==> config.mk <==
export PLATFORM = sky130hd
export DESIGN_NAME = gt_link_bringup_ctrl
export DESIGN_NICKNAME = d
export VERILOG_FILES = /design/src/rtl/gt_link_bringup_ctrl.sv
export SDC_FILE = /design/constraint.sdc
export NUM_CORES = 1
export LEC_CHECK = 0
export ABC_CLOCK_PERIOD_IN_PS = 2900
export CELL_PAD_IN_SITES_DETAIL_PLACEMENT = 1
export CELL_PAD_IN_SITES_GLOBAL_PLACEMENT = 2
export CORE_MARGIN = 2
export CORE_UTILIZATION = 36
export CTS_CLUSTER_DIAMETER = 200
export DETAILED_ROUTE_END_ITERATION = 7
export PLACE_DENSITY = 0.8
export SLEW_MARGIN = 20
export SYNTH_ARGS = -nofsm -noshare
export SYNTH_HDL_FRONTEND = slang
export SYNTH_SLANG_ARGS = --single-unit
==> constraint.sdc <==
create_clock -name apb3clk -period 2.9 [get_ports apb3clk]
set_input_delay 0.725 -clock apb3clk [delete_from_list [all_inputs] [get_ports apb3clk]]
set_output_delay 0.725 -clock apb3clk [all_outputs]
set_load 0.01 [all_outputs]
==> src/rtl/gt_link_bringup_ctrl.sv <==
// Bring-up and supervision controller for an N-channel GT bridge quad: sequences GT reset,
// waits for PLL lock / reset-done / link, retries on timeout and re-trains after debounced link loss.
module gt_link_bringup_ctrl #(
    parameter int N_CH       = 4,
    parameter int RATE_W     = 4,
    parameter int RST_CYCLES = 64,
    parameter int TMO_W      = 16,
    parameter int DEBOUNCE   = 16,
    parameter int MAX_RETRY  = 7,
    localparam int RC_W      = $clog2(MAX_RETRY + 1)
) (
    input  logic              apb3clk,
    input  logic              gt_reset,
    input  logic              enable,
    input  logic              rate_req,
    input  logic [RATE_W-1:0] rate_req_val,
    input  logic              lcpll_lock,
    input  logic              rpll_lock,
    input  logic [N_CH-1:0]   tx_resetdone,
    input  logic [N_CH-1:0]   rx_resetdone,
    input  logic [N_CH-1:0]   link_status,
    output logic              gt_reset_out,
    output logic [RATE_W-1:0] rate_sel,
    output logic              rate_ack,
    output logic              link_up,
    output logic              fail,
    output logic [RC_W-1:0]   retry_cnt,
    output logic [2:0]        state_dbg
);

    localparam int SW     = 3 * N_CH + 2;
    localparam int RCNT_W = (RST_CYCLES > 1) ? $clog2(RST_CYCLES) : 1;
    localparam int DB_W   = $clog2(DEBOUNCE + 1);

    localparam logic [RCNT_W-1:0] RST_LAST      = RCNT_W'(RST_CYCLES - 1);
    localparam logic [DB_W-1:0]   DEB_LAST      = DB_W'(DEBOUNCE - 1);
    localparam logic [RC_W-1:0]   RETRY_SAT     = RC_W'(MAX_RETRY);
    localparam logic [RC_W-1:0]   RETRY_FAIL_AT = RC_W'(MAX_RETRY - 1);

    typedef enum logic [2:0] {
        S_IDLE      = 3'd0,
        S_RST       = 3'd1,
        S_WAIT_PLL  = 3'd2,
        S_WAIT_RD   = 3'd3,
        S_WAIT_LINK = 3'd4,
        S_LINK_UP   = 3'd5,
        S_FAIL      = 3'd6
    } state_t;

    function automatic logic [RC_W-1:0] retry_sat_inc(input logic [RC_W-1:0] v);
        return (v == RETRY_SAT) ? v : v + 1'b1;
    endfunction

    // Stage p0/p1: two-flop synchroniser for every asynchronous GT status input
    logic [SW-1:0] stat_raw;
    logic [SW-1:0] sync_p0_q;
    logic [SW-1:0] sync_p1_q;

    assign stat_raw = {link_status, rx_resetdone, tx_resetdone, rpll_lock, lcpll_lock};

    always_ff @(posedge apb3clk or posedge gt_reset) begin
        if (gt_reset) begin
            sync_p0_q <= '0;
            sync_p1_q <= '0;
        end else begin
            sync_p0_q <= stat_raw;
            sync_p1_q <= sync_p0_q;
        end
    end

    logic            lcpll_s;
    logic            rpll_s;
    logic [N_CH-1:0] tx_rd_s;
    logic [N_CH-1:0] rx_rd_s;
    logic [N_CH-1:0] link_s;
    logic            pll_ok;
    logic            rd_ok;
    logic            link_ok;
    logic            link_loss;

    assign lcpll_s   = sync_p1_q[0];
    assign rpll_s    = sync_p1_q[1];
    assign tx_rd_s   = sync_p1_q[2 +: N_CH];
    assign rx_rd_s   = sync_p1_q[2 + N_CH +: N_CH];
    assign link_s    = sync_p1_q[2 + 2 * N_CH +: N_CH];
    assign pll_ok    = lcpll_s & rpll_s;
    assign rd_ok     = (&tx_rd_s) & (&rx_rd_s);
    assign link_ok   = &link_s;
    // A PLL dropping lock while up is treated exactly like a lane losing link
    assign link_loss = !(link_ok && pll_ok);

    // Stage p2: sequencing FSM and its counters
    state_t              state_q, state_d;
    logic [RCNT_W-1:0]   rst_cnt_q, rst_cnt_d;
    logic [TMO_W-1:0]    tmo_q, tmo_d;
    logic [DB_W-1:0]     deb_q, deb_d;
    logic [RC_W-1:0]     retry_q, retry_d;
    logic [RATE_W-1:0]   rate_sel_q, rate_sel_d;
    logic                rate_ack_q, rate_ack_d;
    logic                rate_ok;
    logic                timed_out;

    assign rate_ok = rate_req && enable &&
                     (state_q inside {S_IDLE, S_LINK_UP, S_FAIL});

    always_ff @(posedge apb3clk or posedge gt_reset) begin
        if (gt_reset) begin
            state_q    <= S_IDLE;
            rst_cnt_q  <= '0;
            tmo_q      <= '0;
            deb_q      <= '0;
            retry_q    <= '0;
            rate_sel_q <= '0;
            rate_ack_q <= 1'b0;
        end else begin
            state_q    <= state_d;
            rst_cnt_q  <= rst_cnt_d;
            tmo_q      <= tmo_d;
            deb_q      <= deb_d;
            retry_q    <= retry_d;
            rate_sel_q <= rate_sel_d;
            rate_ack_q <= rate_ack_d;
        end
    end

    always_comb begin
        state_d    = state_q;
        rst_cnt_d  = rst_cnt_q;
        tmo_d      = tmo_q;
        deb_d      = deb_q;
        retry_d    = retry_q;
        rate_sel_d = rate_sel_q;
        rate_ack_d = 1'b0;
        timed_out  = 1'b0;

        case (state_q)
            S_IDLE: begin
                retry_d = '0;
                if (enable) state_d = S_RST;
            end
            S_RST: begin
                if (rst_cnt_q == RST_LAST) state_d = S_WAIT_PLL;
                else                       rst_cnt_d = rst_cnt_q + 1'b1;
            end
            S_WAIT_PLL: begin
                tmo_d = tmo_q + 1'b1;
                if (pll_ok)       state_d = S_WAIT_RD;
                else if (&tmo_q)  timed_out = 1'b1;
            end
            S_WAIT_RD: begin
                tmo_d = tmo_q + 1'b1;
                if (rd_ok)        state_d = S_WAIT_LINK;
                else if (&tmo_q)  timed_out = 1'b1;
            end
            S_WAIT_LINK: begin
                tmo_d = tmo_q + 1'b1;
                if (link_ok) begin
                    state_d = S_LINK_UP;
                    retry_d = '0;
                end else if (&tmo_q) begin
                    timed_out = 1'b1;
                end
            end
            S_LINK_UP: begin
                if (!link_loss)              deb_d = '0;
                else if (deb_q == DEB_LAST)  state_d = S_RST;
                else                         deb_d = deb_q + 1'b1;
            end
            S_FAIL:  state_d = S_FAIL;
            default: state_d = S_IDLE;
        endcase

        if (timed_out) begin
            retry_d = retry_sat_inc(retry_q);
            state_d = (retry_d > RETRY_FAIL_AT) ? S_FAIL : S_RST;
        end

        // rate_sel changes while GT is still held in reset (IDLE/FAIL) or is about to be
        if (rate_ok) begin
            rate_sel_d = rate_req_val;
            rate_ack_d = 1'b1;
            if (state_q != S_IDLE) state_d = S_RST;
            if (state_q == S_FAIL) retry_d = '0;
        end

        if (!enable) begin
            state_d = S_IDLE;
            retry_d = '0;
        end

        if (state_d != state_q) begin
            rst_cnt_d = '0;
            tmo_d     = '0;
            deb_d     = '0;
        end
    end

    assign gt_reset_out = !(state_q inside {S_WAIT_PLL, S_WAIT_RD, S_WAIT_LINK, S_LINK_UP});
    assign link_up      = (state_q == S_LINK_UP);
    assign fail         = (state_q == S_FAIL);
    assign rate_sel     = rate_sel_q;
    assign rate_ack     = rate_ack_q;
    assign retry_cnt    = retry_q;
    assign state_dbg    = state_q;

endmodule
======== After elaboration in Yosys (flattened, before gate mapping) ========
Cells that the tools add are included.
word-level totals
  input port bits ......................... 22
  output and inout port bits .............. 14
  bits in registers ....................... 66
cells by class
  add/sub/neg operators ................... 4
  reductions and logical operators ........ 18
  eq/ne operators ......................... 12
  bitwise operators ....................... 2
  muxes and demuxes ....................... 34
  magnitude comparators ................... 1
operators with widths
  operator                 count
  $mux W3                  17
  $mux W16                 2
  $pmux W3 S7              1
  $mux W5                  4
  $mux W6                  3
  $add A16 B1 Y16 const B  1
  $reduce_and A16 Y1       1
  $eq A3 B3 Y1 const B     4
  $reduce_and A4 Y1        3
  $add A6 B1 Y6 const B    1
  $eq A3 B2 Y1 const B     2
  $eq A6 B6 Y1 const B     1
  $pmux W3 S2              1
  $reduce_bool A2 Y1       3
  $reduce_bool A3 Y1       2
  $add A5 B1 Y5 const B    1
  $eq A5 B4 Y1 const B     1
  $mux W1                  5
  $reduce_and A2 Y1        2
  $reduce_bool A4 Y1       1
  $add A3 B1 Y3 const B    1
  $eq A3 B1 Y1 const B     1
  $gt A3 B3 Y1 const B     1
  $logic_and A1 B1 Y1      3
  other kinds (8)          9

======== Logic depth before layout (Yosys ltp) ========
  depth in word-level cells ............... 11
  gate-level depth with buffers ........... 9
  mapped depth without buffers ............ 8

======== Least setup slack after synthesis ========
OpenSTA, ideal clock, no wires.
  path type ............................... input port to flip-flop
  start ................................... input port enable
  end ..................................... register rst_cnt_q[2]
  data required time ...................... 2.820 ns
  stages on the path ...................... 7
  path slack .............................. 0.584 ns
  arrival ................................. 2.236 ns
  path buffers ............................ 2
  setup time .............................. 0.080 ns
  cells stage by stage .................... clkbuf_1 -> a21boi_0 -> or4_1 -> a211oi_2 -> o2111ai_2 -> buf_6 -> nor3b_2
on the way
  cells in the longest elaborated chain, start to end .. 7
  elaborated cells on any way between the ends .. 9
  those cells by class .................... eq/ne: 2; mux: 3; reduce/logical: 4
ends and longest elaborated chain
  item                                                          RTL line  source
  start, declared                                               14        input logic enable,
  $logic_and A1 B1 Y1 (2 in series)                             103       assign rate_ok = rate_req && enable &&
  $mux W3                                                       179       if (rate_ok) begin
  $mux W3 *                                                     186       if (!enable) begin
  $ne A3 B3 Y1 *                                                191       if (state_d != state_q) begin
  $ne A2 B1 Y1 (no line) or $reduce_bool A2 Y1 (tied branches)  --
  $reduce_and A2 Y1 (no line)                                   --
  end signal, assigned                                          117       rst_cnt_q <= rst_cnt_d;
  end, declared                                                 94        logic [RCNT_W-1:0] rst_cnt_q, rst_cnt_d;
Every way passes the cells marked *; elsewhere a longest branch is shown, timed or not.
A chain may end at the register's enable or synchronous reset.

======== Final worst setup path ========
  start ................................... register state_q[1], in the netlist state_dbg[1]
  end ..................................... output port fail
on the way
  cells in the longest elaborated chain, start to end .. 1
ends and longest elaborated chain
  item                    RTL line  source
  start, declared         93        state_t state_q, state_d;
  start signal, assigned  116       state_q <= state_d;
  $eq A3 B3 Y1            200       assign fail = (state_q == S_FAIL);
  end, declared           26        output logic fail,
Every way passes these cells.

==> impl_metrics.env <==
export IMPL_multi_input_area_um2=1310
export IMPL_relSlewSlack_pct=64.7
export IMPL_synth_top_cell_by_area="dfrtp_1"
export IMPL_fin_util_pct=46.5
export IMPL_peakVddDrop_v=0.000355
export IMPL_cts_sinks=66
export IMPL_hpwl_um=4830
export IMPL_ys_warn_count=0
export IMPL_syn_area_um2=3060
export IMPL_syn_nets=307
export IMPL_avgSynthCellArea_um2=11.0
export IMPL_drc=0
export IMPL_rows=33
export IMPL_worst_r2r_cell_count=7
export IMPL_grt_overflow_total=0
export IMPL_grt_pass1_wl_um=11700
export IMPL_antenna_found_initial=0
export IMPL_num_io_pins=36
export IMPL_routed_wl_um=6870
export IMPL_dieArea_um2=9250
export IMPL_ys_types=58
export IMPL_cp_start_kind="register"
export IMPL_max_freq_mhz=356
export IMPL_hold_path_class="register to register"
export IMPL_hold_depth=0
export IMPL_rsz0062_at_grt="no"
export IMPL_cp_data_arrival_time_ns=2.08
export IMPL_setup_viol_count_final=0
export IMPL_cts_setup_buffers=0
export IMPL_synth_edf_count=0
export IMPL_tns_ns=0
export IMPL_insertion_delay_ns=0.35
export IMPL_final_max_slew_violation_count=0
export IMPL_cts_tree="built"
export IMPL_regArea_um2=1650
export IMPL_clockBufferDepth=2
export IMPL_syn_to_final_growth_pct=24.9
export IMPL_start_util_pct=37.2
export IMPL_skew_ns=0.0101
export IMPL_routedWlPerCell_um=15.7
export IMPL_drive_gt1_share_pct=14.1
export IMPL_synthesis_instances=279
export IMPL_routed_via_density=5.13
export IMPL_dr_pass1_iters=4
export IMPL_nets=356
export IMPL_portBuffers=35
export IMPL_worstMarginPinSlew_ns=0.523
export IMPL_crit_required_ns=2.17
export IMPL_die_x_um=96.2
export IMPL_synth_area_leaders="dfrtp_1 54%, nor2_1 3.6%, xor2_1 3.4%"
export IMPL_drtIter0Drc=87
export IMPL_total_leakage_power_nw=1.58
export IMPL_grt_max_degree=29
export IMPL_cts_hold_buf=0
export IMPL_synth_top_area_share_pct=54.0
export IMPL_clkTransAtPathRegs_ns=0.08
export IMPL_vias=2246
export IMPL_clock_root_buffer="clkbuf_8"
export IMPL_fin_crit_sh_pct=96.8
export IMPL_fp_dieH_um=96.2
export IMPL_fin_crit_ns=2.81
export IMPL_diodes=0
export IMPL_path_max_fanout=11
export IMPL_yosysSeqAreaShare_pct=54.0
export IMPL_drv_cap=0
export IMPL_cts_buffers_inserted=9
export IMPL_ys_flop_type="dfrtp_1"
export IMPL_synth_most_common_cell="dfrtp_1"
export IMPL_grt_pass1_vias=2435
export IMPL_powerDensity_nw_per_um2=541
export IMPL_synthArstFlopShare_pct=100
export IMPL_htreeDepth=3
export IMPL_outcome="finished, final reports clean"
export IMPL_ys_seq_elements=66
export IMPL_fill_cells=875
export IMPL_critPathCaptureType="output pin"
export IMPL_path_class="register to output pin"
export IMPL_synthTopCellsByCount="66 x dfrtp_1, 29 x nor2_1, 17 x nor3_1, 16 x nand2_1"
export IMPL_gp_congestion=0.794
export IMPL_postRouteAntennaNets=0
export IMPL_core_um2=8220
export IMPL_grt_use_total_pct=17.0
export IMPL_hold_violations=0
## repair_timing
| item | CTS | global route |
|---|---|---|
| hold endpoints to repair | 0 | 0 |
| resized for setup | 0 | 1 |
| setup endpoints to repair | 0 | 1 |
## flip-flops by register name (all words and copies together), names as in the netlist
register,cells
tmo_q,16
deb_q,5
state_dbg,3
retry_cnt,3
rate_ack,1
sync_p0_q,14
rate_sel,4
rst_cnt_q,6
sync_p1_q,14
## critical path: stages, from the launching register on
cell and delay, ns:
dfrtp_1 0.60, buf_4 0.26, buf_4 0.18, and2_1 0.16, clkdlybuf4s50_1 0.55
## cells in the final DEF, fill, tap and decap left out, types with 2 or more instances in the layout
master           count
bufinv_16            3
xnor2_1              9
a32oi_1              2
and4_1               4
nand3_1              8
buf_4               11
nand4_1             10
o21ai_1              3
mux2_2               4
nand2b_1             3
ha_1                 6
nand3b_1             3
inv_1               10
clkbuf_8             9
nor3_1              17
a21oi_1             12
o21ai_0              4
nand2_1             16
xor2_1              12
clkdlybuf4s50_1     35
dfrtp_1             66
and3_1               5
o22ai_1              2
a22oi_1              2
and2_1               6
nor2b_1              4
nor2_1              29
## where the power goes
group          total [mW]  switching, mW  internal (mW)  leakage, nW
sequential          0.972         0.0169          0.956        0.845
combinational       0.148         0.0699         0.0777        0.617
clock               0.946          0.372          0.575        0.121
total                2.07          0.459           1.61         1.58
## path summary, 6_finish.rpt
check | start | endpoint | slack [ns]
max in group asynchronous | gt_reset | rate_sel[0] | 1.63
setup reg to reg | state_dbg[1] | deb_q[2] | 0.41
hold / removal | sync_p0_q[10] | sync_p1_q[10] | 0.35
setup / recovery | state_dbg[1] | fail | 0.09
hold reg to reg | sync_p0_q[10] | sync_p1_q[10] | 0.35
min in group asynchronous | gt_reset | sync_p0_q[5] | 0.66
## stage by stage
stage | hold slack (ns) | area, um^2 | total power [mW] | std cells | worst slack [ns]
after detailed placement | 0.336 | 3580 | 1.14 | 422 | 0.0979
after CTS | 0.348 | 3820 | 2.10 | 438 | 0.0214
final | 0.346 | 3820 | 2.07 | 438 | 0.0915
after global placement | 0.332 | 3580 | 1.14 | 422 | 0.161
after global routing | 0.353 | 3820 | 2.15 | 438 | 0.00484
after floorplan | 0.331 | 3060 | 1.06 | 279 | 0.520
## cell families after synthesis
logic type,synth area share (%)
simple gates,20.7
flops,54.0
compound gates,10.1
xor+xnor,6.91
buf+inv,3.60
mux,2.29
fa+ha+maj,2.45
## metal layers
metal,global-route usage [%],up-vias,share of wire (%)
met5,0,-,0
met4,6.07,0,1.5
met3,4.15,10,3.2
met2,29.5,42,50
met1,20.4,1117,45
li1,-,1077,-
## cell type report
| cell class | instances | area share, % |
|---|---|---|
| multi-input cells | 193 | 34.1 |
| inverters | 11 | 1.08 |
| clock inverters | 6 | 2.95 |
| repair buffers | 47 | 11.8 |
| well taps | 105 | 3.44 |
| flip-flops and latches | 66 | 43.2 |
| clock buffers | 10 | 3.34 |
Note: power is estimated with default switching activity, not from simulation.
